$ cat src/rtl/ring_sweep_pkg.sv
// Shared types and limits for the ring oscillator sweep meter.
package ring_sweep_pkg;

   typedef enum logic [2:0] {
      ST_IDLE,
      ST_SETTLE,
      ST_GATE,
      ST_REPORT,
      ST_DONE
   } state_e;

   localparam int unsigned MIN_GATE_CYCLES   = 2;
   localparam int unsigned MIN_SETTLE_CYCLES = 1;

   function automatic int unsigned max_u(input int unsigned a, input int unsigned b);
      return (a > b) ? a : b;
   endfunction

endpackage

$ cat src/rtl/ring_edge_sync.sv
// Two-flop synchroniser for an asynchronous input plus a rising-edge pulse.
module ring_edge_sync (
   input  logic clk,
   input  logic rst_n,
   input  logic d,
   output logic rise_c
);

   logic [2:0] sh_q;

   always_ff @(posedge clk or negedge rst_n) begin
      if (!rst_n) sh_q <= '0;
      else        sh_q <= {sh_q[1:0], d};
   end

   // sh_q[2] is the edge-detect history of the synchronised level sh_q[1]
   assign rise_c = sh_q[1] & ~sh_q[2];

endmodule

$ cat src/rtl/ring_sweep_meter.sv
// Drives the ring oscillator code/enable and counts ring edges over a fixed gate,
// for a single code or an ascending sweep with min/max tracking.
module ring_sweep_meter
   import ring_sweep_pkg::*;
#(
   parameter int unsigned CTRL_WIDTH    = 5,
   parameter int unsigned COUNT_WIDTH   = 16,
   parameter int unsigned GATE_CYCLES   = 16000,
   parameter int unsigned SETTLE_CYCLES = 256
) (
   input  logic                   fpga_clk_i,
   input  logic                   rst_n_i,
   input  logic                   start_i,
   input  logic                   sweep_i,
   input  logic [CTRL_WIDTH-1:0]  code_i,
   input  logic                   abort_i,
   input  logic                   ring_clk_i,
   output logic                   ring_en_o,
   output logic [CTRL_WIDTH-1:0]  freq_sel_o,
   output logic                   busy_o,
   output logic                   result_valid_o,
   output logic [CTRL_WIDTH-1:0]  result_code_o,
   output logic [COUNT_WIDTH-1:0] result_count_o,
   output logic                   result_sat_o,
   output logic                   done_o,
   output logic [COUNT_WIDTH-1:0] min_count_o,
   output logic [COUNT_WIDTH-1:0] max_count_o
);

   localparam int unsigned GATE_N   = max_u(GATE_CYCLES, MIN_GATE_CYCLES);
   localparam int unsigned SETTLE_N = max_u(SETTLE_CYCLES, MIN_SETTLE_CYCLES);
   localparam int unsigned TMR_W    = $clog2(max_u(GATE_N, SETTLE_N) + 1);

   state_e                 state_q, state_d;
   logic [TMR_W-1:0]       tmr_q, tmr_d;
   logic                   sweep_q, sweep_d;
   logic [COUNT_WIDTH-1:0] edge_cnt_q, edge_cnt_d;
   logic                   edge_sat_q, edge_sat_d;
   logic [COUNT_WIDTH-1:0] run_min_q, run_min_d;
   logic [COUNT_WIDTH-1:0] run_max_q, run_max_d;

   logic                   ring_en_d;
   logic [CTRL_WIDTH-1:0]  freq_sel_d;
   logic                   busy_d;
   logic                   result_valid_d;
   logic [CTRL_WIDTH-1:0]  result_code_d;
   logic [COUNT_WIDTH-1:0] result_count_d;
   logic                   result_sat_d;
   logic                   done_d;
   logic [COUNT_WIDTH-1:0] min_count_d;
   logic [COUNT_WIDTH-1:0] max_count_d;

   logic                   ring_rise_c;

   ring_edge_sync u_sync (
      .clk    (fpga_clk_i),
      .rst_n  (rst_n_i),
      .d      (ring_clk_i),
      .rise_c (ring_rise_c)
   );

   // Next-state and next-output logic
   always_comb begin
      state_d        = state_q;
      tmr_d          = tmr_q;
      sweep_d        = sweep_q;
      edge_cnt_d     = edge_cnt_q;
      edge_sat_d     = edge_sat_q;
      run_min_d      = run_min_q;
      run_max_d      = run_max_q;
      ring_en_d      = ring_en_o;
      freq_sel_d     = freq_sel_o;
      result_valid_d = 1'b0;
      result_code_d  = result_code_o;
      result_count_d = result_count_o;
      result_sat_d   = result_sat_o;
      done_d         = 1'b0;
      min_count_d    = min_count_o;
      max_count_d    = max_count_o;

      // Saturating edge count; the last gate cycle's edge is included in the result
      if (state_q == ST_GATE && ring_rise_c) begin
         if (&edge_cnt_q) edge_sat_d = 1'b1;
         else             edge_cnt_d = COUNT_WIDTH'(edge_cnt_q + 1'b1);
      end

      case (state_q)
         ST_IDLE: begin
            if (start_i) begin
               sweep_d    = sweep_i;
               freq_sel_d = sweep_i ? '0 : code_i;
               ring_en_d  = 1'b1;
               tmr_d      = TMR_W'(SETTLE_N - 1);
               state_d    = ST_SETTLE;
            end
         end
         ST_SETTLE: begin
            if (tmr_q == '0) begin
               tmr_d      = TMR_W'(GATE_N - 1);
               edge_cnt_d = '0;
               edge_sat_d = 1'b0;
               state_d    = ST_GATE;
            end else begin
               tmr_d = TMR_W'(tmr_q - 1'b1);
            end
         end
         ST_GATE: begin
            if (tmr_q == '0) begin
               state_d        = ST_REPORT;
               result_valid_d = 1'b1;
               result_code_d  = freq_sel_o;
               result_count_d = edge_cnt_d;
               result_sat_d   = edge_sat_d;
               if (sweep_q) begin
                  if (freq_sel_o == '0) begin
                     run_min_d = edge_cnt_d;
                     run_max_d = edge_cnt_d;
                  end else begin
                     if (edge_cnt_d < run_min_q) run_min_d = edge_cnt_d;
                     if (edge_cnt_d > run_max_q) run_max_d = edge_cnt_d;
                  end
               end
            end else begin
               tmr_d = TMR_W'(tmr_q - 1'b1);
            end
         end
         ST_REPORT: begin
            if (sweep_q && !(&freq_sel_o)) begin
               freq_sel_d = CTRL_WIDTH'(freq_sel_o + 1'b1);
               tmr_d      = TMR_W'(SETTLE_N - 1);
               state_d    = ST_SETTLE;
            end else begin
               done_d  = 1'b1;
               state_d = ST_DONE;
               if (sweep_q) begin
                  min_count_d = run_min_q;
                  max_count_d = run_max_q;
               end
            end
         end
         ST_DONE: begin
            ring_en_d = 1'b0;
            state_d   = ST_IDLE;
         end
         default: begin
            ring_en_d = 1'b0;
            state_d   = ST_IDLE;
         end
      endcase

      // Abort beats every other transition and leaves published results untouched
      if (abort_i && state_q != ST_IDLE) begin
         state_d        = ST_IDLE;
         ring_en_d      = 1'b0;
         freq_sel_d     = freq_sel_o;
         result_valid_d = 1'b0;
         result_code_d  = result_code_o;
         result_count_d = result_count_o;
         result_sat_d   = result_sat_o;
         done_d         = 1'b0;
         min_count_d    = min_count_o;
         max_count_d    = max_count_o;
      end

      busy_d = (state_d != ST_IDLE);
   end

   // State and registered outputs
   always_ff @(posedge fpga_clk_i or negedge rst_n_i) begin
      if (!rst_n_i) begin
         state_q        <= ST_IDLE;
         tmr_q          <= '0;
         sweep_q        <= 1'b0;
         edge_cnt_q     <= '0;
         edge_sat_q     <= 1'b0;
         run_min_q      <= '0;
         run_max_q      <= '0;
         ring_en_o      <= 1'b0;
         freq_sel_o     <= '0;
         busy_o         <= 1'b0;
         result_valid_o <= 1'b0;
         result_code_o  <= '0;
         result_count_o <= '0;
         result_sat_o   <= 1'b0;
         done_o         <= 1'b0;
         min_count_o    <= '0;
         max_count_o    <= '0;
      end else begin
         state_q        <= state_d;
         tmr_q          <= tmr_d;
         sweep_q        <= sweep_d;
         edge_cnt_q     <= edge_cnt_d;
         edge_sat_q     <= edge_sat_d;
         run_min_q      <= run_min_d;
         run_max_q      <= run_max_d;
         ring_en_o      <= ring_en_d;
         freq_sel_o     <= freq_sel_d;
         busy_o         <= busy_d;
         result_valid_o <= result_valid_d;
         result_code_o  <= result_code_d;
         result_count_o <= result_count_d;
         result_sat_o   <= result_sat_d;
         done_o         <= done_d;
         min_count_o    <= min_count_d;
         max_count_o    <= max_count_d;
      end
   end

endmodule

$ cat config.mk
export PLATFORM = sky130hd
export DESIGN_NAME = ring_sweep_meter
export DESIGN_NICKNAME = d
export VERILOG_FILES = /design/src/rtl/ring_sweep_pkg.sv /design/src/rtl/ring_edge_sync.sv /design/src/rtl/ring_sweep_meter.sv
export SDC_FILE = /design/constraint.sdc
export NUM_CORES = 1
export LEC_CHECK = 0
export CORE_UTILIZATION = 35
export DETAILED_ROUTE_END_ITERATION = 10
export DONT_BUFFER_PORTS = 1
export SLEW_MARGIN = 0
export SYNTH_ARGS = -nofsm -noshare
export SYNTH_HDL_FRONTEND = slang
export SYNTH_SLANG_ARGS = --single-unit
export TNS_END_PERCENT = 10
$ cat constraint.sdc
create_clock -name fpga_clk_i -period 5.1 [get_ports fpga_clk_i]
set_input_delay 0.255 -clock fpga_clk_i [delete_from_list [all_inputs] [get_ports fpga_clk_i]]
set_output_delay 0.255 -clock fpga_clk_i [all_outputs]
set_load 0.005 [all_outputs]
== Word-level counts from Yosys, hierarchy flattened ==
Index checks and enable logic that the tools add are counted.
Widths: inputs -> output; s select.
Word-level totals
  word-level logic and storage cells: 95
  flip-flop bits (word level): 133
  bits of input ports: 11
Cells by class
  reductions and logical operators: 24
  muxes and demuxes: 36
  eq/ne operators: 8
  bitwise operators: 4
  magnitude comparators: 2
  add/subtract/negate cells: 3
Operators with widths (count)
  $mux 16: 8
  $mux 14: 4
  $pmux 14 s4: 1
  $reduce_and 4->1: 5
  $add 16x1->16 const B: 1
  $gt 16x16->1: 1
  $lt 16x16->1: 1
  $reduce_and 16->1: 1
  $mux 3: 5
  $mux 5: 3
  $logic_not 14->1: 1
  $sub 14x1->14 const B: 1
  $mux 1: 12
  $pmux 3 s4: 1
  $pmux 5 s2: 1
  $eq 3x2->1 const B: 2
  $ne 2x2->1 const B: 3
  $reduce_bool 2->1: 3
  $reduce_bool 3->1: 2
  $add 5x1->5 const B: 1
  $logic_not 5->1: 1
  $reduce_and 5->1: 1
  $reduce_and 2->1: 2
  $reduce_bool 4->1: 1
  other kinds (11): 15

== Depth between registers and ports, before layout ==
  depth in word-level cells: 7
  mapped depth: 18

== Cells and area by module ==
Synthesis repeated with hierarchy kept, for this count alone.
Unflattened totals
  cell total of the unflattened synthesis: 648
  area, all modules: 6463.7 um2
By module, submodules not included
  ring_sweep_meter: area an instance 6374.9 um2, cells each 644, seq. area each 3253.1 um2, instances 1
  ring_edge_sync: area an instance 88.8 um2, cells each 4, seq. area each 75.1 um2, instances 1

== Worst setup path before layout ==
No wires, ideal clock.
  path kind: reg2reg
  start: register edge_cnt_q[8]
  end: register run_max_q[11]
  cell stages (with the launch flop): 19
  path slack: 1.333 ns
  path buffers: 4
  required time: 4.974 ns
  setup time: 0.126 ns
  arrival time: 3.641 ns
  path through: dfrtp_1 > and3_1 > buf_6 > and3_4 > buf_6 > a21boi_0 > and3_1 > xnor2_1 > inv_1 > ha_1 > a21o_1 > a21o_1 > o221ai_1 > a32oi_1 > or2_1 > buf_4 > buf_4 > a311oi_1 > nor2_1
On the way
  word-level cells in the longest chain between the ends: 6
  elaborated cells on any way between the ends: 9
  those cells by class: 1 x add/sub; 1 x order compare; 4 x mux; 3 x reduce/logical
RTL lines
  start: declaration: line ring_sweep_meter.sv:37  | logic [COUNT_WIDTH-1:0] edge_cnt_q, edge_cnt_d;
  start signal: assignment: line ring_sweep_meter.sv:192  | edge_cnt_q <= edge_cnt_d;
  $add 16x1->16 / $reduce_and 16->1 (equally long branches): line ring_sweep_meter.sv:84, ring_sweep_meter.sv:83
  $mux 16: line ring_sweep_meter.sv:83  | if (&edge_cnt_q) edge_sat_d = 1'b1;
  $mux 16 *: line ring_sweep_meter.sv:82  | if (state_q == ST_GATE && ring_rise_c) begin
  $gt 16x16->1: line ring_sweep_meter.sv:120  | if (edge_cnt_d > run_max_q) run_max_d = edge_cnt_d;
  $reduce_bool 2->1 (no line)
  $reduce_and 4->1 (no line)
  end signal: assignment: line ring_sweep_meter.sv:195  | run_max_q <= run_max_d;
  end: declaration: line ring_sweep_meter.sv:40  | logic [COUNT_WIDTH-1:0] run_max_q, run_max_d;
Mark *: on every way between the ends. The rest lies on a longest branch, timed or not. The select of a mux whose other input is x is not followed.
A chain may end at the register's enable or synchronous reset.

== Final worst setup path ==
  start: register state_q[1]
  end: register run_max_q[4]
On the way
  word-level cells in the longest chain between the ends: 6
  elaborated cells on any way between the ends: 8
  those cells by class: 1 x order compare; 1 x eq/ne; 3 x mux; 3 x reduce/logical
RTL lines
  start: declaration: line ring_sweep_meter.sv:34  | state_e state_q, state_d;
  start signal: assignment: line ring_sweep_meter.sv:189  | state_q <= state_d;
  $eq 3x2->1 *: line ring_sweep_meter.sv:82, ring_sweep_meter.sv:87
  $logic_and 1x1->1: line ring_sweep_meter.sv:82
  $mux 16: line ring_sweep_meter.sv:82
  $gt 16x16->1: line ring_sweep_meter.sv:120
  $reduce_bool 2->1 (no line)
  $reduce_and 4->1 (no line)
Marked as above.

==> results.md <==
- Status: finished, final reports clean
- Clock Latency Late Sink: 420 ps
- Clk_skew: approximately 7.5 ps
- Detail Placement HPWL: between 10000 and 15000 um
- Clock sinks: ~130
- Routed WL: ~17000 um
- Vias in the first global route: between 5000 and 6000
- Starting Density: between 30% and 40%
- Port Buf Inserts: 0
- Final Util: 40.8%
- Post-DRT Antenna Nets: 0
- Synthesized instance count: 732
- CP Class: flip-flop to flip-flop
- I/O pin total: 74
- Cell Rows: 51
- Fraction of layout cells with a size suffix above 1: just under 10%
- Yosys reg bits: roughly 130
- Startpoint class of the critical path: flip-flop
- Largest net degree at the start of global routing: 134
- WL/cell: 16.9 um
- DRC errors left: 0
- Pleak: 3.80 nW
- Antenna Cells: 0
- DR pass1 iterations: 5
- Fmax: 229 MHz
- Crit-path max cell delay: 590 ps
- CP max stage cell: dfrtp_1
- Die Y: 143 um
- Ys flop type: dfrtp_1
- Vias: between 5000 and 6000
- Mapped Area: around 7000 um2
- R2R Setup Slk: around 730 ps
- Worst slew margin: between 20 and 30%
- Peak supply drop: between 0.2 and 0.3 mV
- H-tree Lvls: 4
- Most frequent cells in the layout: 133 x dfrtp_1, 90 x nand2_1, 68 x o21ai_0
- Async SR Flop Fraction: between 90% and 100%
- Post-synth EDFFs: 0
- Post-synth net total: 779
- Chip width: roughly 140 um
- TritonCTS clock tree: done
- First-pass GRT wire length: between 20000 and 30000 um
- Final number of setup-violating endpoints: 0
- Finished Cell Area: ~8000 um2
- Tcrit/Tclk final: a little under nine tenths
- Synth cell types: between 60 and 70
- Initial DRC Count: between 400 and 500
- CP arrival: 4670 ps
- Yosys warns: 0
- Max-cap violations: 0
- CTS Buffer Depth: 2
- Hold WC Path Type: input pin to flip-flop
- Most frequent CP cell: nand3_1
- Clock transition at path regs: roughly 60 ps
- Area grow syn2layout: 14.2%
- Required time of the critical path: 5400 ps
- Core ar.: slightly below 20000 um2
- Min Tclk post-route: about 4400 ps
- Congestion Overflow GR: 0
- CP Max Fanout: 16
- Avg Inst Size Synth: between 9 and 10 um2
- Seq/Total Area, Yosys: a little under half
- Vias per cell: just over 5
- Total power: 0.00258 W
- Final TNS setup: 0 ps
- Pins Over Slew Limit: 0
- CTS Buf Count: 17
- RSZ-0062 raised after global routing: false
- Placed cell area: around 7300 um2
- Root buf cell: clkbuf_16
- Post-CTS Setup Inserts: 0
- Power per Cell Area: about 320 nW/um2
- Die footprint: 20500 um2
- Least-Margin Pin Slew: roughly 1000 ps
- Final net count: 788
- Final Hold Fails: 0
- RePlAce Congestion: approximately 0.84
- GRT Total Usage: roughly 18%
- Critical Path Sink Type: flip-flop
- Cells along the critical path: nor4b_2 -> nand2_1 -> nor3_1 -> and3_1 -> xnor2_1 -> inv_1 -> ha_1 -> nand4_1 -> nor2_1 -> nand3_1 -> a311oi_2 -> or2_1 -> buf_4 -> nand2b_1 -> nand3_1
- Commonest non-fill, non-tap cell in the layout: dfrtp_1
- Initial antenna violation count: 0
[what timing repair did]
action / in CTS / in global routing
gates resized for setup: 0 / 0
hold buffers: 6 / 0
endpoints found under the hold margin: 141 / 0
[where the power goes]
group / internal, W / switching, W
clock network: 0.000820 / 0.000466
logic: 0.0000485 / 0.000103
registers: 0.00109 / 0.0000465
[per-layer routing]
layer / up-vias / GRT usage [%] / wire, um
li1: 2611 / - / -
met1: 2530 / 23.8 / 8140
met2: 122 / 27.8 / 7910
met3: 17 / 4.53 / 928
met4: 0 / 5.04 / 195
met5: - / 0 / 0
[flip-flops by register name (all words and copies together) (netlist names), 3 cells and up]
name	flops
u_sync.sh_q	3
freq_sel_o	5
result_code_o	5
max_count_o	16
state_q	3
run_max_q	16
edge_cnt_q	16
run_min_q	16
result_count_o	16
tmr_q	14
min_count_o	16
[path summary, 6_finish.rpt]
| kind | end | cells past startpoint | start |
|---|---|---|---|
| setup reg to reg | run_max_q[4] | 15 | state_q[1] |
| min in group asynchronous | min_count_o[6] | 2 | rst_n_i |
| max in group asynchronous | run_max_q[2] | 2 | rst_n_i |
| hold reg to reg | u_sync.sh_q[1] | 0 | u_sync.sh_q[0] |
| hold / removal | freq_sel_o[3] | 2 | code_i[3] |
| setup / recovery | run_max_q[4] | 15 | state_q[1] |
[cells by family (layout without fill, tap and decap cells)]
kind of cell / count (synthesis) / after routing / share of synthesized area [%]
DFF: 133 / 133 / 47.7
muxes: 25 / 25 / 3.87
AOI/OAI and AO/OA: 156 / 156 / 14.8
and+or+nand+nor: 286 / 286 / 20.4
buffers and inverters: 82 / 103 / 5.09
xor gates and xnor gates: 14 / 14 / 1.76
adders and majority gates: 36 / 36 / 6.45
[Yosys cell counts, types with 3 or more instances]
master,count,area [um2]
clkbuf_1,21,78.8
nor4_1,6,37.5
mux2_2,9,101
xnor2_1,10,87.6
a222oi_1,10,100
xor2_1,4,35.0
or3_1,3,18.8
o22a_1,5,43.8
o211ai_1,3,22.5
buf_6,5,56.3
nor2b_1,3,18.8
a21oi_1,23,115
nand2_1,91,342
nand4_1,17,106
a21o_1,7,52.6
o21ai_0,68,340
inv_1,52,195
a31oi_1,4,25.0
nand3_1,21,105
ha_1,36,450
a41oi_1,4,35.0
and4_1,3,26.3
a211oi_1,3,22.5
and3_1,14,87.6
nand3b_1,3,22.5
dfrtp_1,133,3330
nor3_1,21,105
mux2i_1,14,140
nor2_1,63,236
and2_1,9,56.3
nor3b_1,3,22.5
nand2b_1,13,81.3
or4_1,3,22.5
a311oi_1,4,35.0
[per-stage QoR]
stage               hold slack [ps]  instances  worst slack (ps)
finish                         55.8       1018               729
global route                   79.4       1018               316
CTS                            36.3       1018               811
detailed placement            -36.9        981               803
global placement              -36.8        981               860
floorplan                     -40.6        732              1330
[critical path: cells and delay by family (launching register included)]
| kind | cells | cell delay, ps |
|---|---|---|
| compound gates | 1 | 370 |
| xor+xnor | 1 | 220 |
| fa+ha+maj | 1 | 330 |
| buf+inv | 2 | 450 |
| flops | 1 | 590 |
| simple gates | 10 | 2270 |
[final cells by class]
type                            count  area (um2)
Clock buffer                       21         480
Clock inverter                     10         146
Fill cell                        1984       11600
Inverter                           52         195
Multi-Input combinational cell    517        3300
Sequential cell                   133        3330
Tap cell                          265         332
Timing Repair Buffer               20         183
No activity file was read; power rests on OpenSTA's default activity.
